### config.mk
export PLATFORM = sky130hd
export DESIGN_NAME = pipe_hazard_ctrl
export DESIGN_NICKNAME = d
export VERILOG_FILES = /design/src/rtl/pipe_ctrl_pkg.sv /design/src/rtl/sat_counter.sv /design/src/rtl/pipe_hazard_ctrl.sv
export SDC_FILE = /design/constraint.sdc
export NUM_CORES = 1
export LEC_CHECK = 0
export CORE_AREA = 3 3 79 81
export CTS_BUF_LIST = sky130_fd_sc_hd__clkbuf_8
export CTS_CLUSTER_DIAMETER = 100
export DETAILED_ROUTE_END_ITERATION = 10
export DIE_AREA = 0 0 82 84
export PLACE_DENSITY_LB_ADDON = 0.15
export SLEW_MARGIN = 20
export SYNTH_ARGS = -nofsm -noshare
export SYNTH_HDL_FRONTEND = slang
export SYNTH_HIERARCHICAL = 1
export SYNTH_SLANG_ARGS = --single-unit
### constraint.sdc
create_clock -name clk -period 5.2 [get_ports clk]
set_clock_uncertainty 0.15 [all_clocks]
set_input_delay 0.78 -clock clk [delete_from_list [all_inputs] [get_ports clk]]
set_output_delay 0.78 -clock clk [all_outputs]
set_load 0.03 [all_outputs]
### src/rtl/pipe_ctrl_pkg.sv
// Shared types and constants for the pipeline hazard sequencer:
// the FSM state encoding and the packed control word the sequencer drives.
package pipe_ctrl_pkg;

    typedef enum logic [1:0] {
        RUN      = 2'd0,
        LU_STALL = 2'd1,
        FLUSH    = 2'd2,
        MEM_WAIT = 2'd3
    } hz_state_e;

    localparam logic [4:0] REG_ZERO        = 5'd0;
    localparam int         MEM_TIMEOUT_DEF = 64;
    localparam int         CNT_W_DEF       = 16;

    typedef struct packed {
        logic pc_write;
        logic if_id_write;
        logic id_ex_write;
        logic ex_mem_write;
        logic if_flush;
        logic id_flush;
        logic ex_flush;
        logic mem_wb_flush;
        logic pc_src;
    } hz_ctl_t;

    // Canned control words, field order as in hz_ctl_t
    localparam hz_ctl_t CTL_IDLE   = 9'b0000_0000_0;
    localparam hz_ctl_t CTL_RUN    = 9'b1111_0000_0;
    localparam hz_ctl_t CTL_FREEZE = 9'b0000_0001_0;
    localparam hz_ctl_t CTL_REDIR  = 9'b1111_1110_1;
    localparam hz_ctl_t CTL_LU     = 9'b0011_0100_0;

endpackage

### src/rtl/sat_counter.sv
// Saturating up-counter: holds at all-ones instead of wrapping.
// Asynchronous active-low reset, synchronous clear.
module sat_counter #(
    parameter int CNT_W = 16
) (
    input  logic             clk,
    input  logic             rst,
    input  logic             inc,
    input  logic             clear,
    output logic [CNT_W-1:0] count
);

    logic [CNT_W-1:0] count_q;
    logic [CNT_W-1:0] count_d;

    always_comb begin
        count_d = count_q;
        if (clear) begin
            count_d = '0;
        end else if (inc && (count_q != {CNT_W{1'b1}})) begin
            count_d = count_q + 1'b1;
        end
    end

    always_ff @(posedge clk or negedge rst) begin
        if (!rst) begin
            count_q <= '0;
        end else begin
            count_q <= count_d;
        end
    end

    assign count = count_q;

endmodule

### src/rtl/pipe_hazard_ctrl.sv
// Stall/flush sequencer for the 5-stage pipeline: arbitrates memory waits,
// MEM-stage redirects and load-use hazards into register enables and flushes.
module pipe_hazard_ctrl
    import pipe_ctrl_pkg::*;
#(
    parameter int MEM_TIMEOUT = MEM_TIMEOUT_DEF,
    parameter int CNT_W       = CNT_W_DEF
) (
    input  logic             clk,
    input  logic             rst,
    input  logic             ID_EX_MemRead,
    input  logic [4:0]       ID_EX_RegisterRt,
    input  logic [4:0]       IF_ID_RegisterRs,
    input  logic [4:0]       IF_ID_RegisterRt,
    input  logic             EX_MEM_Branch,
    input  logic             EX_MEM_Jump,
    input  logic             EX_MEM_ALU_zero,
    input  logic             EX_MEM_MemRead,
    input  logic             EX_MEM_MemWrite,
    input  logic             mem_ready,
    output logic             PC_Write,
    output logic             IF_ID_Write,
    output logic             ID_EX_Write,
    output logic             EX_MEM_Write,
    output logic             IF_Flush,
    output logic             ID_Flush,
    output logic             EX_Flush,
    output logic             MEM_WB_Flush,
    output logic             PCSrc,
    output logic             mem_error,
    output logic [CNT_W-1:0] stall_cycles,
    output logic [CNT_W-1:0] flush_events
);

    localparam int WAIT_W = $clog2(MEM_TIMEOUT + 1);
    localparam logic [WAIT_W-1:0] WAIT_LIMIT = WAIT_W'(MEM_TIMEOUT);

    hz_state_e         state_q, state_d;
    logic              run_en_q, run_en_d;
    logic [WAIT_W-1:0] wait_cnt_q, wait_cnt_d;
    logic              mem_error_q, mem_error_d;
    hz_ctl_t           ctl;

    logic mem_wait, redirect, load_use, wait_done;

    assign mem_wait  = (EX_MEM_MemRead | EX_MEM_MemWrite) & ~mem_ready;
    assign redirect  = EX_MEM_Jump | (EX_MEM_Branch & EX_MEM_ALU_zero);
    assign load_use  = ID_EX_MemRead & (ID_EX_RegisterRt != REG_ZERO) &
                       ((ID_EX_RegisterRt == IF_ID_RegisterRs) |
                        (ID_EX_RegisterRt == IF_ID_RegisterRt));
    assign wait_done = mem_ready | (wait_cnt_q == WAIT_LIMIT);

    // run_en delays release by one edge so the pipeline never starts in the reset cycle
    assign run_en_d = 1'b1;

    always_ff @(posedge clk or negedge rst) begin
        if (!rst) begin
            state_q     <= RUN;
            run_en_q    <= 1'b0;
            wait_cnt_q  <= '0;
            mem_error_q <= 1'b0;
        end else begin
            state_q     <= state_d;
            run_en_q    <= run_en_d;
            wait_cnt_q  <= wait_cnt_d;
            mem_error_q <= mem_error_d;
        end
    end

    always_comb begin
        state_d     = state_q;
        wait_cnt_d  = wait_cnt_q;
        mem_error_d = mem_error_q;
        if (run_en_q) begin
            unique case (state_q)
                RUN, LU_STALL: begin
                    if (mem_wait) begin
                        state_d    = MEM_WAIT;
                        wait_cnt_d = WAIT_W'(1);
                    end else if (redirect) begin
                        state_d = FLUSH;
                    end else if (load_use && (state_q == RUN)) begin
                        state_d = LU_STALL;
                    end else begin
                        state_d = RUN;
                    end
                end
                FLUSH: state_d = RUN;
                MEM_WAIT: begin
                    if (wait_done) begin
                        wait_cnt_d = '0;
                        state_d    = redirect ? FLUSH : RUN;
                        if (!mem_ready) begin
                            mem_error_d = 1'b1;
                        end
                    end else begin
                        wait_cnt_d = wait_cnt_q + 1'b1;
                    end
                end
                default: state_d = RUN;
            endcase
        end
    end

    always_comb begin
        ctl = CTL_IDLE;
        if (run_en_q) begin
            ctl = CTL_RUN;
            unique case (state_q)
                RUN, LU_STALL: begin
                    if (mem_wait) begin
                        ctl = CTL_FREEZE;
                    end else if (redirect) begin
                        ctl = CTL_REDIR;
                    end else if (load_use && (state_q == RUN)) begin
                        ctl = CTL_LU;
                    end
                end
                FLUSH: ctl = CTL_RUN;
                MEM_WAIT: begin
                    if (!wait_done) begin
                        ctl = CTL_FREEZE;
                    end else if (redirect) begin
                        ctl = CTL_REDIR;
                    end
                end
                default: ctl = CTL_RUN;
            endcase
        end
    end

    assign PC_Write     = ctl.pc_write;
    assign IF_ID_Write  = ctl.if_id_write;
    assign ID_EX_Write  = ctl.id_ex_write;
    assign EX_MEM_Write = ctl.ex_mem_write;
    assign IF_Flush     = ctl.if_flush;
    assign ID_Flush     = ctl.id_flush;
    assign EX_Flush     = ctl.ex_flush;
    assign MEM_WB_Flush = ctl.mem_wb_flush;
    assign PCSrc        = ctl.pc_src;
    assign mem_error    = mem_error_q;

    sat_counter #(.CNT_W(CNT_W)) u_stall_cnt (
        .clk   (clk),
        .rst   (rst),
        .inc   (run_en_q & ~ctl.pc_write),
        .clear (1'b0),
        .count (stall_cycles)
    );

    // pc_src is only ever asserted on a redirect, and only while running
    sat_counter #(.CNT_W(CNT_W)) u_flush_cnt (
        .clk   (clk),
        .rst   (rst),
        .inc   (ctl.pc_src),
        .clear (1'b0),
        .count (flush_events)
    );

endmodule

# Word level (Yosys, flattened, before mapping)
# Cells that the tools add are included.
# op_classes
add_sub_neg	3
multipliers	0
div_mod_pow	0
n_lt_le_gt_ge	0
eq_ne	10
n_shift	0
n_mux	16
bitwise_logic	11
reduce_logical	10
# op_table
operator	count
two-way mux 9 bit	5
adder 16 x 1 -> 16 bit (second input constant)	2
!= test 16 bit (second input constant)	2
one-hot mux 9 bit (3 select lines)	1
two-way mux 7 bit	2
one-hot mux 7 bit (2 select lines)	1
equality test 5 bit	2
two-way mux 2 bit	4
adder 7 x 1 -> 7 bit (second input constant)	1
equality test 7 bit (second input constant)	1
one-hot mux 2 bit (3 select lines)	1
bitwise AND 1 bit	5
two-way mux 5 bit	1
nonzero test 5 bit	1
equality test 2 bit (second input constant)	2
!= test 2 bit (second input constant)	2
OR 1 bit	4
AND reduction 4 bit	1
logical AND 1 bit	3
AND reduction 3 bit	1
equality test 2 x 1 -> 1 bit (second input constant)	1
zero test 2 bit	1
inverter 1 bit	2
AND reduction 2 bit	1
other kinds (3)	3
# word_totals
register_bits	43
latch_bits	0
ram_bits	0
rom_bits	0
in_bits	24
out_inout_bits	42
word_cells	56
n_memories	0

# Logic depth before layout (Yosys ltp)
# logic_depth
word_depth	12
ltp_mapped	10
ltp_nobuf	8

# Modules after synthesis
# Netlist, hierarchy kept.
# modules_own_cells
module	instances	cells_each	area_each_um2	seq_area_each_um2
sat_counter	2	98	942.2	400.4
pipe_hazard_ctrl	1	95	908.4	275.3

# Worst setup path before layout
# No wires, ideal clock.
# synth_path
path_kind	input-to-reg
startpoint	in EX_MEM_MemWrite
endpoint	reg u_flush_cnt.count_q[3] (netlist: u_flush_cnt/count[3])
arrival_time_ps	3317
required_ps	4973
setup_slack_ps	1655
cell_stages	7
cell_sequence	nor2_1 > o31ai_2 > nor3_1 > inv_1 > clkbuf_1 > or4_2 > a21oi_1
# synth_via
elab_chain_cells	6
# synth_rtl
item	line	source
from (decl)	pipe_hazard_ctrl.sv:19	input logic EX_MEM_MemWrite,
OR 1 bit	pipe_hazard_ctrl.sv:46	assign mem_wait = (EX_MEM_MemRead | EX_MEM_MemWrite) & ~mem_ready;
bitwise AND 1 bit	pipe_hazard_ctrl.sv:46	
two-way mux 9 bit	pipe_hazard_ctrl.sv:111	if (mem_wait) begin
one-hot mux 9 bit (3 select lines)	pipe_hazard_ctrl.sv:109	unique case (state_q)
two-way mux 9 bit	pipe_hazard_ctrl.sv:107	if (run_en_q) begin
logical AND 1 bit	sat_counter.sv:20	end else if (inc && (count_q != {CNT_W{1'b1}})) begin
to (signal assigned)	sat_counter.sv:29	count_q <= count_d;
to (decl)	sat_counter.sv:13	logic [CNT_W-1:0] count_q;
# No other way between the ends.
# A chain may end at the register's enable or synchronous reset.

# Worst setup path after layout
# layout_path
startpoint	in mem_ready
endpoint	out PCSrc
# layout_via
elab_chain_cells	5
elab_cells_between_ends	7
classes_between	mux: 4; bitwise: 3
# layout_rtl
item	line	source
from (decl)	pipe_hazard_ctrl.sv:20	input logic mem_ready,
inverter 1 bit (no source line)	--	
bitwise AND 1 bit	pipe_hazard_ctrl.sv:46	
two-way mux 9 bit	pipe_hazard_ctrl.sv:111	
one-hot mux 9 bit (3 select lines) *	pipe_hazard_ctrl.sv:109	
two-way mux 9 bit *	pipe_hazard_ctrl.sv:107	
to (decl)	pipe_hazard_ctrl.sv:29	output logic PCSrc,
# Mark *: on every way between the ends. The rest lies on a longest branch, timed or not.

==> results.md <==
* Count of non-filler cells in the finished layout at between 400 and 500
* Overall die height at about 84 um
* Floorplan die area at around 7000 um^2
* Iteration-0 DRC Markers at about 120
* Remaining global-route overflow at 0
* H-tree depth at 2
* Number of optimization iterations in the first detailed-route pass at 4
* Largest net degree at the start of global routing at 44
* Count of state elements after synthesis at between 40 and 50
* Leak pwr at 1.45 nW
* Placed cell count at 415
* Sequential area share after synthesis at 38.5%
* Non-Filler Cell Area, Final at between 3000 and 4000 um^2
* Via count of the first global-routing pass at around 2400
* Final Total Pwr at 0.868 mW
* Core footprint at roughly 5500 um^2
* Via count at about 2600
* Standard cell with the maximum stage delay on the critical path: sky130_fd_sc_hd__clkdlybuf4s50_1
* TritonCTS buffer count at 5
* Synth Warn # at 6
* Shortest clock period the worst path allows after layout at around 4.1 ns
* Number of hold violations in the final report at 0
* Worst endpoint required time at 4.27 ns
* Hold Path Class: in -> async
* Commonest non-fill, non-tap cell in the layout: sky130_fd_sc_hd__clkdlybuf4s50_1
* Net total in the final layout at 379
* Share of post-route cells with drive strength above 1 at 10.2%
* Post-synthesis cell area at about 2800 um^2
* Headroom to the max-slew limit at roughly two fifths
* Post-CTS Hold Buffers at 0
* Critical Path Start Type: primary input
* Commonest cells after routing, fill and taps aside: sky130_fd_sc_hd__clkdlybuf4s50_1, sky130_fd_sc_hd__dfrtp_1, sky130_fd_sc_hd__a21oi_1, sky130_fd_sc_hd__nor2_1
* Endpoint kind of the worst setup timing path: output pin
* Result of the run: complete, no violations
* Yosys cell types at 56
* Crit path top cell by count: sky130_fd_sc_hd__clkdlybuf4s50_1
* Clk buf depth at 2
* Count of standard-cell rows at 27
* Clock insertion delay at the later pin of the skew report at about 0.3 ns
* Gate Count Post-Synth at roughly 290
* Final TNS setup at 0 ns
* Async set-or-reset flop fraction in the synthesized netlist at 100%
* Power density over cell area at 241 nW/um^2
* Ordered list of cells on the worst path: clkdlybuf4s50_1 -> a31oi_1 -> o21a_1 -> nor3_1 -> clkdlybuf4s50_1
* Number of slew-limit violations in the final report at 0
* Post-synth EDFFs at 0
* Count of pins on the block boundary at between 60 and 70
* CTS tree: yes
* Slew at the pin closest to its max-slew limit at approximately 0.88 ns
* Remaining DRCs at 0
* Highest attainable clock frequency at approximately 240 MHz
* Effective utilization at floorplan at about half
* Hold slack final at about 0.23 ns
* Final HPWL DP at approximately 4700 um
* Max Cap Violations at 0
* Ys flop type: sky130_fd_sc_hd__dfrtp_1
* Clock transition at path regs at 0.09 ns
* Die Wd at slightly above 80 um
* Global-route usage over all layers at around 20%
* Buf/Inv on CP at 2
* Min setup slack post-route at 1.12 ns
* DR WL/cell at between 15 and 20 um
* Final setup violation count at 0
* Avg Cell Area, Syn at roughly 9.6 um^2
* Relative area change from synthesis to final layout at 28.9%
* Setup fix buffers added after clock tree synthesis at 0
* CTS resizes at 0
* Count of input and output buffers at 65
* VDD IR max at approximately 0.13 mV
* Inserted Diodes at 0
* Placed Area at 3440 um^2
* Utilization after layout at 65.0%
* Initial antenna violation count at 0
* Setup slack at placement at approximately 1.1 ns
* Max incr delay on CP at between 0.8 and 0.9 ns
* Detailed-route vias per instance at approximately 6
* Worst Path Class, Setup: in -> out
* Category of cells accounting for the largest share of critical-path delay: buffers and inverters
* Fill cells at ~480
* Maximum net fanout on the critical path at 7
* Total Routed Length at 6680 um
* Final clock period utilization by the worst path at between 70% and 80%
* Global-route wire length before repair at about 11000 um
* Clk Tree Root Cell: sky130_fd_sc_hd__clkbuf_8
* Routability congestion estimate from global placement at approximately 0.76
* Number of clock sinks seen by CTS at 43
* Count of nets left with antenna violations after detail routing at 0
* RSZ-0062 raised after global routing: no
* Data arrival time at the worst-slack endpoint at roughly 3.2 ns
[power breakdown]
part / internal, mW / total, mW / switching, mW
Combinational: 0.0794 / 0.179 / 0.0998
Clock: 0.192 / 0.315 / 0.123
Sequential: 0.349 / 0.375 / 0.0260
[sequential cells by signal, indices dropped and copies added (netlist names)]
name / count
mem_error: 1
run_en_q: 1
state_q: 2
u_flush_cnt/count: 16
u_stall_cnt/count: 16
wait_cnt_q: 7
[per-layer routing]
layer / global-route usage (%) / vias up / part of all wire (%)
met1: 28.0 / 1257 / 45
met5: 0 / - / 0
met3: 3.78 / 7 / 3.1
met2: 33.0 / 54 / 51
li1: - / 1232 / -
met4: 5.14 / 0 / 0.99
[cells by family (layout without fill, tap and decap cells)]
kind of cell	count (synthesis)	after routing	share of synthesized area [%]
AO/OA/AOI/OAI	78	78	19.9
AND/OR/NAND/NOR	119	119	28.0
XOR/XNOR	11	11	3.45
multiplexers	8	8	3.23
buffers and inverters	26	84	4.75
flip-flops	43	43	38.5
adder cells (fa/ha/maj)	4	4	1.79
other	2	5	0.269
[synthesized netlist by cell type, drive strengths merged, types with 3 or more instances]
library cell | instances | area [um^2]
nor2b | 8 | 50.1
xor2 | 11 | 96.3
a21oi | 25 | 129
inv | 10 | 37.5
dfrtp | 43 | 1080
ha | 4 | 50.1
and3 | 7 | 43.8
or3 | 6 | 40.0
nor2 | 16 | 60.1
and4 | 4 | 40.0
o21ai | 9 | 45.0
clkbuf | 8 | 30.0
or4 | 14 | 110
o21a | 3 | 22.5
nand3b | 3 | 35.0
mux2 | 8 | 90.1
o31ai | 15 | 118
nand3 | 8 | 40.0
nand2 | 14 | 52.6
buf | 8 | 65.1
nand4 | 14 | 100
nor4 | 11 | 114
o221ai | 4 | 35.0
nor3 | 7 | 46.3
a21o | 4 | 30.0
[worst register-to-register path, stage by stage (launching register included)]
cell and delay (ns):
sky130_fd_sc_hd__dfrtp_1 0.45, sky130_fd_sc_hd__nor4_4 0.43, sky130_fd_sc_hd__a31oi_1 0.14, sky130_fd_sc_hd__o21a_1 0.20, sky130_fd_sc_hd__nor3_1 0.70, sky130_fd_sc_hd__inv_1 0.53
sky130_fd_sc_hd__or4_2 0.77, sky130_fd_sc_hd__a21oi_1 0.16
[worst paths after layout]
kind	startpoint	to	slack (ns)	cells after the start
setup / recovery	mem_ready	PCSrc	1.12	5
hold / removal	rst	u_flush_cnt/count[4]	0.23	1
setup reg to reg	wait_cnt_q[3]	u_flush_cnt/count[3]	1.62	7
hold reg to reg	mem_error	mem_error	0.33	1
max in group asynchronous	rst	state_q[1]	4.18	2
min in group clk	mem_error	mem_error	0.33	1
[layout make-up]
class | count | area [um^2] | share of cell area, %
clock buffers | 5 | 68.8 | 1.91
inverters | 10 | 37.5 | 1.04
flip-flops and latches | 43 | 1080 | 29.9
multi-input cells | 225 | 1600 | 44.3
repair buffers | 66 | 666 | 18.5
well taps | 72 | 90.1 | 2.50
clock inverters | 3 | 67.6 | 1.88
No activity file was read; power rests on OpenSTA's default activity.
